`config.mk`:
```
export PLATFORM = sky130hd
export DESIGN_NAME = fifo_wr_packer
export DESIGN_NICKNAME = d
export VERILOG_FILES = /design/src/rtl/fifo_wr_packer.sv
export SDC_FILE = /design/constraint.sdc
export NUM_CORES = 1
export LEC_CHECK = 0
export CELL_PAD_IN_SITES_DETAIL_PLACEMENT = 1
export CELL_PAD_IN_SITES_GLOBAL_PLACEMENT = 1
export CORE_MARGIN = 5
export CORE_UTILIZATION = 41
export CTS_BUF_LIST = sky130_fd_sc_hd__clkbuf_4 sky130_fd_sc_hd__clkbuf_8
export CTS_CLUSTER_SIZE = 24
export DETAILED_ROUTE_END_ITERATION = 10
export GPL_TIMING_DRIVEN = 0
export PLACE_DENSITY = 0.86
export SYNTH_ARGS = -nofsm -noshare
export SYNTH_HDL_FRONTEND = slang
export SYNTH_SLANG_ARGS = --single-unit
```
`constraint.sdc`:
```
create_clock -name wr_clk -period 2.47 [get_ports wr_clk]
set_clock_uncertainty 0.2 [all_clocks]
set_input_delay 0.3705 -clock wr_clk [delete_from_list [all_inputs] [get_ports wr_clk]]
set_output_delay 0.3705 -clock wr_clk [all_outputs]
set_load 0.005 [all_outputs]
```
`src/rtl/fifo_wr_packer.sv`:
```
// Write-domain packer: gathers RATIO narrow beats into one FIFO word and drives the
// FIFO write port. Frame-final words are padded with PAD_VALUE in the unused lanes.
module fifo_wr_packer #(
    parameter int                    DATA_WIDTH  = 8,
    parameter int                    IN_WIDTH    = 4,
    parameter logic [IN_WIDTH-1:0]   PAD_VALUE   = '0,
    parameter int                    COUNT_WIDTH = 16
) (
    input  logic                   wr_clk,
    input  logic                   rst_n,
    input  logic                   in_valid,
    output logic                   in_ready,
    input  logic [IN_WIDTH-1:0]    in_data,
    input  logic                   in_last,
    output logic                   wr_inc,
    output logic [DATA_WIDTH-1:0]  wr_data,
    input  logic                   wr_full,
    output logic [COUNT_WIDTH-1:0] words_written,
    output logic [COUNT_WIDTH-1:0] frames_done
);

    localparam int RATIO = DATA_WIDTH / IN_WIDTH;
    localparam int IDX_W = (RATIO > 1) ? $clog2(RATIO) : 1;
    localparam logic [IDX_W-1:0] LAST_IDX = IDX_W'(RATIO - 1);

    // Handshakes: input beat moves when in_valid && in_ready on a rising edge;
    // a FIFO word moves when wr_inc && !wr_full on a rising edge.
    typedef enum logic {
        OUT_EMPTY = 1'b0,
        OUT_FULL  = 1'b1
    } out_state_t;

    out_state_t             state_q, state_d;
    logic [IDX_W-1:0]       idx;
    logic [DATA_WIDTH-1:0]  asm_q;
    logic [DATA_WIDTH-1:0]  out_data;
    logic                   out_last;
    logic                   out_valid;
    logic                   push;
    logic                   accept;
    logic                   completing;
    logic [DATA_WIDTH-1:0]  word;

    assign out_valid  = (state_q == OUT_FULL);
    assign push       = out_valid && !wr_full;
    assign in_ready   = ((idx != LAST_IDX) && !in_last) || !out_valid || push;
    assign accept     = in_valid && in_ready;
    assign completing = accept && ((idx == LAST_IDX) || in_last);

    assign wr_inc  = out_valid;
    assign wr_data = out_data;

    // Current lane takes the beat; on a frame end, every lane above it takes the pad.
    always_comb begin
        word = asm_q;
        for (int l = 0; l < RATIO; l++) begin
            if (IDX_W'(l) == idx) begin
                word[l*IN_WIDTH +: IN_WIDTH] = in_data;
            end else if ((IDX_W'(l) > idx) && in_last) begin
                word[l*IN_WIDTH +: IN_WIDTH] = PAD_VALUE;
            end
        end
    end

    always_comb begin
        state_d = state_q;
        case (state_q)
            OUT_EMPTY: if (completing)         state_d = OUT_FULL;
            OUT_FULL:  if (push && !completing) state_d = OUT_EMPTY;
            default:                           state_d = OUT_EMPTY;
        endcase
    end

    always_ff @(posedge wr_clk or negedge rst_n) begin
        if (!rst_n) begin
            state_q  <= OUT_EMPTY;
            idx      <= '0;
            asm_q    <= '0;
            out_data <= '0;
            out_last <= 1'b0;
        end else begin
            state_q <= state_d;
            if (completing) begin
                idx      <= '0;
                asm_q    <= '0;
                out_data <= word;
                out_last <= in_last;
            end else if (accept) begin
                idx   <= idx + 1'b1;
                asm_q <= word;
            end
        end
    end

    always_ff @(posedge wr_clk or negedge rst_n) begin
        if (!rst_n) begin
            words_written <= '0;
            frames_done   <= '0;
        end else if (push) begin
            if (words_written != {COUNT_WIDTH{1'b1}}) begin
                words_written <= words_written + 1'b1;
            end
            if (out_last && (frames_done != {COUNT_WIDTH{1'b1}})) begin
                frames_done <= frames_done + 1'b1;
            end
        end
    end

endmodule

```
==> flow_summary.toml <==
[power_and_ir_drop]
power.total_mw = 2.23
vdd_ir_drop_max_uv = 415
p_leak_nw = 1.38
p_per_area_nw_per_um2 = 729

[place]
portBuffers = 50
dp.cells = 324
place_congestion = 0.737
post-place-ws_ns = 0.0125
dp_hpwl_mm = 4.24

[layout]
area_growth_pct = 31.6
drive_gt1_frac = 0.153
finalNetCount = 271
fin_cells = 333
num_antenna_cells = 0

[yosys]
synth_warnings = 0
synthArstFlopShare = 1.00
netlist_top_cells_area = "dfrtp_1 (51%), xor2_1 (5.3%), mux2_2 (4.4%), nand2_1 (3.9%), nand3_1 (3.2%)"
yosys-top-cells-count = "dfrtp_1 (47), nand2_1 (24), nand3_1 (15)"
syn_avg_cell_area_um2 = 11.5
yosysSeqAreaShare = 0.507
synth_top_area_frac = 0.507
synth_nets = 212
yosys.area.top_type = "dfrtp_1"
synthDistinctLibCells = 44
netlist_instances = 201
yosys.cell_count.top_type = "dfrtp_1"
syn_area_um2 = 2320
synth_seq_cells = 47
ys.flop_type = "dfrtp_1"
synth_edf_count = 0

[timing]
relSlewSlack = 0.653
rsz0062_at_grt = "no"
fmax_ghz = 0.425
fin_ws_ns = 0.115
drv_slew = 0
period_share = 0.953
setup_viol_count_final = 0
hold_viol_final = 0
worst_slew_pin_slew_ns = 0.516
post-route-min-period_ns = 2.35

[die]
ioPinCount = 51
die_width_um = 85.2
start_util = 0.421
die_h_um = 85.2
dieArea_um2 = 7270
core.rowCount = 27
core_um2 = 5510

[setup_path]
endpoint_kind = "output pin"
worst-path-buf-inv = 2
cp_common_cell = "clkdlybuf4s50_1"
cpMaxStageDelayCell = "clkdlybuf4s50_1"
cp_max_fo = 4
worst-endpoint-arrival_ns = 1.78
cp.required_ns = 1.90
start_kind = "primary input"
slowest_delay_ns = 0.57
r2r_slack_ns = 0.40
path_class = "primary input to output pin"
path_delay_family = "buffers and inverters"
r2r_cells = 5
r2r-end = "words_written[10]$_DFFE_PN0P_"
reg2reg_from = "words_written[1]$_DFFE_PN0P_"
cp_cell_sequence = "clkdlybuf4s50_1 > o211ai_1 > clkdlybuf4s50_1"

[clocking]
cts_inserted_buffers = 5
clk_pin_slew_worst_paths_ns = 0.09
clockBufferDepth = 2
h-tree-depth = 2
cts_resized = 0
clock_latency_ns = 0.30
cts_sinks = 47
cts_root_buf = "clkbuf_8"
tritoncts = "yes"

[min_path]
worstHoldStart = "asm_q[1]$_DFFE_PN0P_"
min_path_type = "flip-flop to flip-flop"
hold_depth = 2
hold_end = "asm_q[1]$_DFFE_PN0P_"

[drt]
first_pass_iters = 4
post_drt_wl_per_cell_um = 17.4
drc = 0
routed_wl_mm = 5.79
antenna_left = 0
dr_total_vias = 1812
via_per_inst = 5.44
drt-initial-drc-count = 57

[global_routing]
overflow = 0
grt_pass1_wl_mm = 9.97
antenna_found_initial = 0
grt_pass1_vias = 1921
grt_max_degree = 29
grt_use_total = 0.170

[status]
status = "finished clean"

[job]
drv_cap = 0
-- worst max path at each step --
stage / slack [ns] / endpoint / start / depth (start not counted)
after detailed placement: 0.01 / wr_data[3]$_DFFE_PN0P_ / in_last / 7
final: 0.12 / in_ready / in_last / 3
after floorplan: 0.68 / wr_data[3]$_DFFE_PN0P_ / wr_inc$_DFF_PN0_ / 6
after CTS: 0.09 / in_ready / in_last / 3
after global placement: -0.51 / frames_done[9]$_DFFE_PN0P_ / rst_n / 1
after global routing: 0.07 / in_ready / in_last / 3
-- placed cells by master (no fill, tap or decap), types with 3 or more instances in the layout --
cell type        count
nand3_1             15
nor3_1               7
dfrtp_1             47
mux2_2               9
nand4_1              7
clkbuf_8             6
nand2_1             24
o21ai_0              5
xor2_1              14
nand4_2              3
nor2_1              12
xnor2_1              8
a32o_1               4
and3_1               3
clkdlybuf4s50_1     49
-- layout make-up --
class / count / area [um^2]
fill: 596 / 2450
sequential: 47 / 1180
multi-input combinational: 149 / 1110
timing repair buffer: 52 / 526
tap: 72 / 90.1
clock buffer: 6 / 82.6
clock inverter: 2 / 35.0
buffer: 4 / 26.3
inverter: 1 / 3.75
-- power breakdown --
group          internal, mW  total (mW)  switching [mW]
sequential            0.900        1.07           0.174
combinational         0.350       0.557           0.207
clock                 0.328       0.594           0.267
total                  1.58        2.23           0.648
-- through the flow --
| step | area, um^2 | utilization | TNS, ns | hold slack (ns) |
|---|---|---|---|---|
| after detailed placement | 2930 | 0.531 | 0 | 0.160 |
| after global routing | 3050 | 0.555 | 0 | 0.312 |
| after CTS | 3050 | 0.555 | 0 | 0.287 |
| after floorplan | 2320 | - | 0 | -0.125 |
| final | 3050 | 0.555 | 0 | 0.282 |
| after global placement | 2910 | 0.529 | -23.77 | 0.244 |
-- flip-flops by register name, indices dropped and copies added, names as in the netlist --
| register | cells |
|---|---|
| out_last | 1 |
| wr_data | 8 |
| words_written | 16 |
| frames_done | 16 |
| wr_inc | 1 |
| idx | 1 |
| asm_q | 4 |
-- worst reg2reg max path, delay by kind of cell (launching register included) --
kind,cells,cell delay [ns]
and+or+nand+nor,3,0.75
DFF,1,0.43
muxes,1,0.33
adders and majority gates,1,0.26
-- repair_timing --
item / CTS / global route
setup buffers: 0 / 0
endpoints found under the hold margin: 19 / 0
hold buffers: 1 / 0
-- routing by layer --
layer	track usage	share of wire
met4	0.0489	0.011
met3	0.0359	0.042
met1	0.216	0.44
met5	0	0
met2	0.290	0.51
-- cell families after synthesis --
| kind of cell | after synthesis | synth area share |
|---|---|---|
| DFF | 47 | 0.507 |
| xor gates and xnor gates | 22 | 0.0830 |
| buffers and inverters | 5 | 0.0129 |
| muxes | 13 | 0.0663 |
| AOI/OAI and AO/OA | 17 | 0.0523 |
| adders and majority gates | 2 | 0.0108 |
| and+or+nand+nor | 95 | 0.268 |
Power figures use the tool's default switching activity.
